$ cat src/rtl/register_file_sb.sv
// Register file with two write ports, N_RD combinational reads and a per-register pending-write scoreboard.
// Latency: reads 0 cycles, writes visible next cycle (same cycle with RF_BYPASS_EN); collision/underflow registered.
// Backpressure: none on writes; reservations are refused via o_rsv_ready when a register's count is at max.
module register_file_sb #(
    parameter int REG_WIDTH  = 34,
    parameter int ADDR_WIDTH = 5,
    parameter int N_RD       = 3,
    parameter int PEND_W     = 2,
    parameter int ZERO_REG   = 1
) (
    input  logic                         clk,
    input  logic                         rst,
    input  logic [N_RD*ADDR_WIDTH-1:0]   i_rd_addr,
    output logic [N_RD*REG_WIDTH-1:0]    o_rd_data,
    output logic [N_RD-1:0]              o_rd_busy,
    input  logic                         i_wa_en,
    input  logic [ADDR_WIDTH-1:0]        i_wa_addr,
    input  logic [REG_WIDTH-1:0]         i_wa_data,
    input  logic                         i_wm_en,
    input  logic [ADDR_WIDTH-1:0]        i_wm_addr,
    input  logic [REG_WIDTH-1:0]         i_wm_data,
    input  logic                         i_rsv_en,
    input  logic [ADDR_WIDTH-1:0]        i_rsv_addr,
    output logic                         o_rsv_ready,
    output logic                         o_collision,
    output logic                         o_underflow_err
);

    localparam int DEPTH = 2 ** ADDR_WIDTH;
    localparam int NW    = PEND_W + 2;
    localparam logic [PEND_W-1:0] CNT_MAX = '1;

    logic [REG_WIDTH-1:0] mem     [DEPTH];
    logic [PEND_W-1:0]    cnt     [DEPTH];
    logic [PEND_W-1:0]    cnt_nxt [DEPTH];
    logic                 uf_any;
    logic                 wa_hit;
    logic                 wm_hit;
    logic                 rsv_hit;

    function automatic logic addr_ok(input logic [ADDR_WIDTH-1:0] a);
        return !((ZERO_REG != 0) && (a == '0));
    endfunction

    assign wa_hit      = i_wa_en && addr_ok(i_wa_addr);
    assign wm_hit      = i_wm_en && addr_ok(i_wm_addr);
    // Registered count only: no combinational path from the write ports.
    assign o_rsv_ready = addr_ok(i_rsv_addr) && (cnt[i_rsv_addr] != CNT_MAX);
    assign rsv_hit     = i_rsv_en && o_rsv_ready;

    always_comb begin
        uf_any = 1'b0;
        for (int r = 0; r < DEPTH; r++) begin
            logic [NW-1:0] net;
            net = NW'(cnt[r])
                + NW'(rsv_hit && (i_rsv_addr == ADDR_WIDTH'(r)))
                - NW'(wa_hit && (i_wa_addr == ADDR_WIDTH'(r)))
                - NW'(wm_hit && (i_wm_addr == ADDR_WIDTH'(r)));
            cnt_nxt[r] = net[NW-1] ? '0 : net[PEND_W-1:0];
            if (net[NW-1]) begin
                uf_any = 1'b1;
            end
        end
    end

    always_ff @(posedge clk) begin
        if (rst) begin
            for (int r = 0; r < DEPTH; r++) begin
                mem[r] <= '0;
                cnt[r] <= '0;
            end
            o_collision     <= 1'b0;
            o_underflow_err <= 1'b0;
        end else begin
            if (wa_hit) begin
                mem[i_wa_addr] <= i_wa_data;
            end
            // M is written last so it wins an address collision with A.
            if (wm_hit) begin
                mem[i_wm_addr] <= i_wm_data;
            end
            for (int r = 0; r < DEPTH; r++) begin
                cnt[r] <= cnt_nxt[r];
            end
            o_collision <= wa_hit && wm_hit && (i_wa_addr == i_wm_addr);
            if (uf_any) begin
                o_underflow_err <= 1'b1;
            end
        end
    end

    for (genvar k = 0; k < N_RD; k++) begin : g_rd
        logic [ADDR_WIDTH-1:0] ra;
        assign ra = i_rd_addr[k*ADDR_WIDTH +: ADDR_WIDTH];

        always_comb begin
            o_rd_data[k*REG_WIDTH +: REG_WIDTH] = mem[ra];
            o_rd_busy[k] = 1'b0;
`ifdef RF_BYPASS_EN
            if (wm_hit && (i_wm_addr == ra)) begin
                o_rd_data[k*REG_WIDTH +: REG_WIDTH] = i_wm_data;
            end else if (wa_hit && (i_wa_addr == ra)) begin
                o_rd_data[k*REG_WIDTH +: REG_WIDTH] = i_wa_data;
            end
            o_rd_busy[k] = NW'(cnt[ra]) > (NW'(wa_hit && (i_wa_addr == ra))
                                        + NW'(wm_hit && (i_wm_addr == ra)));
`else
            o_rd_busy[k] = (cnt[ra] != '0);
`endif
            if (!addr_ok(ra)) begin
                o_rd_data[k*REG_WIDTH +: REG_WIDTH] = '0;
                o_rd_busy[k] = 1'b0;
            end
        end
    end

endmodule

$ cat config.mk
export PLATFORM = sky130hd
export DESIGN_NAME = register_file_sb
export DESIGN_NICKNAME = d
export VERILOG_FILES = /design/src/rtl/register_file_sb.sv
export SDC_FILE = /design/constraint.sdc
export NUM_CORES = 2
export LEC_CHECK = 0
export CAP_MARGIN = 20
export CELL_PAD_IN_SITES_DETAIL_PLACEMENT = 1
export CELL_PAD_IN_SITES_GLOBAL_PLACEMENT = 1
export CORE_ASPECT_RATIO = 1.4
export CORE_MARGIN = 1.5
export CORE_UTILIZATION = 30
export CTS_CLUSTER_SIZE = 40
export DETAILED_ROUTE_END_ITERATION = 6
export DONT_BUFFER_PORTS = 1
export PLACE_DENSITY = 0.61
export SLEW_MARGIN = 20
export SYNTH_ARGS = -nofsm -noshare
export SYNTH_HDL_FRONTEND = slang
export SYNTH_SLANG_ARGS = --single-unit
$ cat constraint.sdc
create_clock -name clk -period 3.6 [get_ports clk]
set_input_delay 0.54 -clock clk [delete_from_list [all_inputs] [get_ports clk]]
set_output_delay 0.54 -clock clk [all_outputs]
set_load 0.02 [all_outputs]
==> Word level (Yosys, flattened, before mapping) <==
Memories as Yosys holds them, arrays and structs flattened.
Index checks and enable logic that the tools add are counted.
{ "totals": {"reg_bits": 2, "ram_bits": 1152, "wordCells": 460, "mem_count": 2} }
{ "memory_table": {"columns": ["name", "depth", "width", "rd", "rd_clocked_by_memory_dff", "wr", "line_no", "source"], "rows": [
  ["mem", 32, 34, 3, 0, 32, "33", "logic [REG_WIDTH-1:0] mem [DEPTH];"],
  ["cnt", 32, 2, 36, 0, 32, "34", "logic [PEND_W-1:0] cnt [DEPTH];"]
]} }
{ "classes": {"n_addsub": 96, "n_eq_ne": 95, "muxes": 117, "n_bitwise": 32, "n_reduce_logical": 116} }
{ "op_table": {"columns": ["op", "n"], "rows": [
  ["== test 5 bit (second input constant)", 48],
  ["two-way mux 34 bit", 5],
  ["two-way mux 2 bit", 64],
  ["subtractor 3 x 1 -> 4 bit", 32],
  ["subtractor 4 x 1 -> 4 bit", 32],
  ["== test 5 x 4 -> 1 bit (second input constant)", 24],
  ["logical AND 1 bit", 102],
  ["adder 2 x 1 -> 3 bit", 32],
  ["OR reduction 34 bit", 2],
  ["== test 5 x 3 -> 1 bit (second input constant)", 12],
  ["two-way mux 1 bit", 46],
  ["bitwise OR 1 bit", 32],
  ["== test 5 x 2 -> 1 bit (second input constant)", 6],
  ["zero test 5 bit", 6],
  ["== test 5 x 1 -> 1 bit (second input constant)", 3],
  ["two-way mux 5 bit", 2],
  ["nonzero test 2 bit", 3],
  ["== test 5 bit", 1],
  ["zero test 1 bit", 3],
  ["!= test 2 bit (second input constant)", 1]
]} }

==> Logic depth before layout (Yosys ltp) <==
{ "depth": {"ltp_word": 40, "mapped_depth": 17, "depth_no_buf": 15} }

==> Worst setup path after synthesis <==
Ideal clock, no wire load.
{ "synth_timing": {"path_kind": "in2reg", "start": "input i_rsv_addr[0]", "end": "register o_underflow_err", "setup_time_ps": 132, "arrival_time_ps": 3603, "slack_ps": -135, "path_stages": 15, "path_buffers": 1, "cell_sequence": "buf_2 mux4_2 a22oi_1 o211a_1 o21ai_2 or3_1 fa_1 ha_1 inv_1 ha_1 nor2b_1 nor4_1 nand4_1 nor4_1 a21oi_1"} }
{ "synth_via": {"elab_chain_cells": 40} }
{ "synth_lines": {"columns": ["item", "line_no", "source"], "rows": [
  ["from (decl)", "23", "input logic [ADDR_WIDTH-1:0] i_rsv_addr,"],
  ["memory read (32 x 2 bit) or zero test 5 bit (tied branches)", null, null],
  ["!= test 2 bit or zero test 1 bit (tied branches)", "48, 42", null],
  ["logical AND 1 bit", "48", "assign o_rsv_ready = addr_ok(i_rsv_addr) && (cnt[i_rsv_addr] != CNT_MAX);"],
  ["logical AND 1 bit", "49", "assign rsv_hit = i_rsv_en && o_rsv_ready;"],
  ["logical AND 1 bit", "56", "+ NW'(rsv_hit && (i_rsv_addr == ADDR_WIDTH'(r)))"],
  ["adder 2 x 1 -> 3 bit", "56", null],
  ["subtractor 3 x 1 -> 4 bit", "57", "- NW'(wa_hit && (i_wa_addr == ADDR_WIDTH'(r)))"],
  ["subtractor 4 x 1 -> 4 bit", "58", "- NW'(wm_hit && (i_wm_addr == ADDR_WIDTH'(r)));"],
  ["two-way mux 1 bit (31 in series)", "60", "if (net[NW-1]) begin"],
  ["two-way mux 1 bit *", "60", null],
  ["to (signal assigned)", "73", "o_underflow_err <= 1'b0;"],
  ["to (signal assigned)", "87", "o_underflow_err <= 1'b1;"],
  ["to (decl)", "26", "output logic o_underflow_err"]
]} }
Every way passes the cells marked *; elsewhere a longest branch is shown, timed or not.
A chain may end at the register's enable or synchronous reset.

==> Worst setup path in the final report <==
{ "layout_timing": {"start": "input i_rd_addr[10]", "end": "output o_rd_data[93]"} }
{ "layout_via": {"elab_chain_cells": 2} }
{ "layout_lines": {"columns": ["item", "line_no", "source"], "rows": [
  ["from (decl)", "13", "input logic [N_RD*ADDR_WIDTH-1:0] i_rd_addr,"],
  ["memory read (32 x 34 bit) or zero test 5 bit (tied branches)", null, null],
  ["two-way mux 34 bit *", "110", "if (!addr_ok(ra)) begin"],
  ["to (decl)", "14", "output logic [N_RD*REG_WIDTH-1:0] o_rd_data,"]
]} }
Marks and branches as above.

==> run_summary.xml <==
<?xml version="1.0" encoding="UTF-8"?>
<metrics>
  <group name="setup_path">
    <metric name="cp_common_cell" unit="">sky130_fd_sc_hd__mux4_2</metric>
    <metric name="setup.worst_path.end_class" unit="">primary output</metric>
    <metric name="reg2regPathDepth" unit="">16</metric>
    <metric name="path_cells" unit="">mux4_2, mux4_2, inv_1, o21ai_1</metric>
    <metric name="crit_buf_inv" unit="">1</metric>
    <metric name="timing.critical_path.slowest_stage_cell" unit="">sky130_fd_sc_hd__mux4_2</metric>
    <metric name="crit_type" unit="">primary input to primary output</metric>
    <metric name="worst-endpoint-arrival" unit="ps">3250</metric>
    <metric name="worstSetupPathDepth" unit="">4</metric>
    <metric name="timing.critical_path.slowest_cell_delay" unit="ps">980</metric>
    <metric name="timing.critical_path.from_type" unit="">primary input</metric>
    <metric name="rrSetupSlack" unit="ps">-120</metric>
    <metric name="data_required_time_of_the_worst_path" unit="ps">3060</metric>
    <metric name="critical_path.max_fanout" unit="">276</metric>
    <metric name="critical_path.reg2reg.startpoint" unit="">cnt[3][1]</metric>
    <metric name="cpLargestDelayFamily" unit="">multiplexers</metric>
    <metric name="r2r-end" unit="">o_underflow_err</metric>
  </group>
  <group name="final_layout">
    <metric name="final_net_count" unit="">5170</metric>
    <metric name="fillers" unit="">25540</metric>
    <metric name="final_area" unit="um^2">88050</metric>
    <metric name="instances_no_fill" unit="">8356</metric>
    <metric name="synthToLayoutAreaGrowth" unit="%">15.37</metric>
    <metric name="drive_gt1_share" unit="%">35.84</metric>
  </group>
  <group name="clock_network">
    <metric name="path_clk_slew" unit="ps">50</metric>
    <metric name="h-tree-depth" unit="">4</metric>
    <metric name="clock_path_buffers" unit="">3</metric>
    <metric name="clock_sink_count" unit="">1154</metric>
    <metric name="cts_hold_buf" unit="">105</metric>
    <metric name="cts.root.buffer_cell" unit="">sky130_fd_sc_hd__clkbuf_16</metric>
    <metric name="latest_clock_arrival_within_the_worst_skew_pair" unit="ps">830</metric>
    <metric name="cts_made_buffers" unit="">144</metric>
    <metric name="tritoncts_clock_tree" unit="">built</metric>
  </group>
  <group name="sta">
    <metric name="slew_at_the_pin_closest_to_its_max_slew_limit" unit="ps">1719</metric>
    <metric name="relSlewSlack" unit="%">-14.58</metric>
    <metric name="fin_crit_share" unit="%">105.2</metric>
    <metric name="report.final.slew_viol_count" unit="">126</metric>
    <metric name="grt_setup_unrepaired" unit="">true</metric>
    <metric name="postLayoutSetupSlackWorst" unit="ps">-189.0</metric>
    <metric name="timing.setup.tns" unit="ps">-1978</metric>
    <metric name="hold-worst-slack" unit="ps">-189.5</metric>
    <metric name="fmaxAchievable" unit="MHz">263.9</metric>
    <metric name="final.setup_skew" unit="ps">19.51</metric>
    <metric name="timing.final.crit_period" unit="ps">3789</metric>
    <metric name="final_hold_viol_count" unit="">23</metric>
    <metric name="final-setup-viol-count" unit="">27</metric>
  </group>
  <group name="routing">
    <metric name="finalWirelength" unit="um">363900</metric>
    <metric name="route.vias.total" unit="">58110</metric>
    <metric name="detail_route.first_pass.iterations" unit="">7</metric>
    <metric name="postRouteAntennaNets" unit="">0</metric>
    <metric name="route.detailed.drc" unit="">0</metric>
    <metric name="drt-wirelength-per-cell" unit="um">43.55</metric>
    <metric name="vias_per_cell" unit="">6.955</metric>
    <metric name="drtIter0Drc" unit="">8543</metric>
  </group>
  <group name="place">
    <metric name="globalplace.congestion" unit="">0.8621</metric>
    <metric name="place_inst" unit="">7975</metric>
    <metric name="placed_cell_area" unit="um^2">81260</metric>
    <metric name="place.port_buffers" unit="">0</metric>
    <metric name="dp_hpwl" unit="um">199100</metric>
  </group>
  <group name="global_route">
    <metric name="grt_antenna_before_repair" unit="">15</metric>
    <metric name="grt_first_pass_wirelength" unit="um">492800</metric>
    <metric name="via_count_of_the_first_global_routing_pass" unit="">59440</metric>
    <metric name="grt_max_degree" unit="">279</metric>
    <metric name="grt.total_usage" unit="%">27.61</metric>
    <metric name="grt_remaining_overflow" unit="">0</metric>
  </group>
  <group name="outcome">
    <metric name="failed_checks" unit="">negative hold slack, max-slew violations, negative setup slack</metric>
    <metric name="outcome" unit="">finished, violations left</metric>
  </group>
  <group name="logic_synthesis">
    <metric name="synth_edf_count" unit="">1088</metric>
    <metric name="syn-mean-instance-area" unit="um^2">15.14</metric>
    <metric name="synth_ff_type" unit="">sky130_fd_sc_hd__edfxtp_1</metric>
    <metric name="yosysSeqAreaShare" unit="%">44.54</metric>
    <metric name="synth_cells" unit="">5040</metric>
    <metric name="yosys.cell_types.count" unit="">48</metric>
    <metric name="ys_seq_elements" unit="">1154</metric>
    <metric name="ys.warnings.count" unit="">0</metric>
    <metric name="synth_async_sr_flop_share" unit="%">0</metric>
    <metric name="syn_area" unit="um^2">76320</metric>
  </group>
  <group name="min_path">
    <metric name="hold_path_depth" unit="">1</metric>
    <metric name="worstHoldStart" unit="">rst</metric>
    <metric name="hp-class" unit="">primary input to flip-flop</metric>
    <metric name="min_delay_worst_endpoint" unit="">o_underflow_err</metric>
  </group>
  <group name="power">
    <metric name="irDropWorstVdd" unit="V">0.0003185</metric>
    <metric name="power" unit="uW">36730</metric>
    <metric name="cellLeakagePower" unit="uW">0.03006</metric>
    <metric name="cellPowerDensity" unit="nW/um^2">417.2</metric>
  </group>
  <group name="die">
    <metric name="rows" unit="">218</metric>
    <metric name="initial_utilization" unit="%">30.25</metric>
    <metric name="fp.coreArea" unit="um^2">252300</metric>
    <metric name="die_w" unit="um">429.3</metric>
    <metric name="design.die.area" unit="um^2">257500</metric>
    <metric name="top_level_ports" unit="">211</metric>
    <metric name="floorplan.die.height" unit="um">599.8</metric>
  </group>
  <group name="flow_run">
    <metric name="max-cap-violations" unit="">0</metric>
  </group>
</metrics>
-- synth_stat cells, drive strengths merged (41+ instances only) --
master | count | share of area, %
nor2 | 121 | 0.60
a22o | 1055 | 12
dfxtp | 66 | 1.7
inv | 234 | 1.2
and2 | 64 | 0.52
buf | 223 | 1.5
nand2 | 158 | 0.78
o21ai | 103 | 0.68
a21oi | 41 | 0.27
ha | 96 | 1.6
mux4 | 1051 | 31
clkbuf | 467 | 2.3
nor3 | 93 | 0.75
edfxtp | 1088 | 43
-- worst register-to-register path: cells and delay by family, from the launching register on --
family	cells	cell delay (ps)
buf+inv	3	410
fa+ha+maj	3	760
simple gates	5	1050
compound gates	4	550
flops	1	320
mux	1	510
-- through the flow --
step | setup WS [ps] | util [%] | hold slack, ps
final | -189.0 | 34.90 | -189.5
after floorplan | -4.695 | - | 565.5
after detailed placement | -662.6 | 32.21 | 620.4
after CTS | -93.15 | 34.69 | -225.6
after global placement | -677.7 | 32.21 | 623.3
after global routing | -273.6 | 34.89 | -184.1
-- state kept, by name, summed over array words and instances (netlist names) --
register,count
mem,1088
cnt,64
o_collision,1
o_underflow_err,1
-- cell families after synthesis --
| kind of cell | Yosys count | synth area share [%] |
|---|---|---|
| AO/OA/AOI/OAI | 1215 | 13.24 |
| adder cells (fa/ha/maj) | 128 | 2.413 |
| XOR/XNOR | 5 | 0.05738 |
| AND/OR/NAND/NOR | 552 | 3.623 |
| buffers and inverters | 924 | 4.959 |
| other | 2 | 0.009840 |
| flip-flops | 1154 | 44.54 |
| multiplexers | 1060 | 31.15 |
-- metal layers --
layer,part of all wire [%],vias up,GRT usage [%]
met3,15,1225,10.56
met2,45,4933,42.41
li1,-,21030,-
met4,6.3,20,15.19
met5,0.068,-,0.2981
met1,34,30910,33.32
-- area by class of cell --
cell class	instances	area, um^2	share of cell area (%)
diodes	11	27.53	0.03126
repair buffers	408	4902	5.568
inverters	234	880.8	1.000
well taps	3300	4129	4.690
flip-flops and latches	1154	34010	38.62
clock inverters	68	681.9	0.7745
clock buffers	184	3805	4.321
multi-input cells	2997	39610	44.99
-- power by group --
group | total, uW | leakage (uW) | internal (uW) | switching [uW]
clock | 14400 | 0.00217 | 8010 | 6390
sequential | 16100 | 0.0110 | 15500 | 589
combinational | 6200 | 0.0169 | 2960 | 3240
total | 36700 | 0.0301 | 26500 | 10200
-- timing repair --
action,4_1_cts,5_1_grt
hold endpoints to repair,1145,57
gates cloned,0,2
setup buffers,3,6
pin swaps,14,30
setup endpoints to repair,7,32
gates resized for setup,24,87
-- placed cells by master, fill, tap and decap left out, types with 64 or more instances in the layout --
cell	netlist	layout
sky130_fd_sc_hd__a22o_1	1055	1055
sky130_fd_sc_hd__clkbuf_16	0	147
sky130_fd_sc_hd__and2_1	64	64
sky130_fd_sc_hd__ha_1	96	84
sky130_fd_sc_hd__edfxtp_1	1088	1088
sky130_fd_sc_hd__nor2_1	118	99
sky130_fd_sc_hd__o21ai_1	102	96
sky130_fd_sc_hd__buf_4	13	220
sky130_fd_sc_hd__buf_12	0	133
sky130_fd_sc_hd__mux4_2	1047	1048
sky130_fd_sc_hd__inv_1	234	224
sky130_fd_sc_hd__nand2_1	158	140
-- how the worst max path moves through the flow --
stage	from	end
after floorplan	i_rsv_addr[0]	o_underflow_err
after global placement	i_rsv_addr[0]	o_underflow_err
after detailed placement	i_rsv_addr[0]	o_underflow_err
after CTS	cnt[31][1]	o_underflow_err
after global routing	cnt[3][1]	o_underflow_err
final	i_rd_addr[10]	o_rd_data[93]
Power figures use the tool's default switching activity.
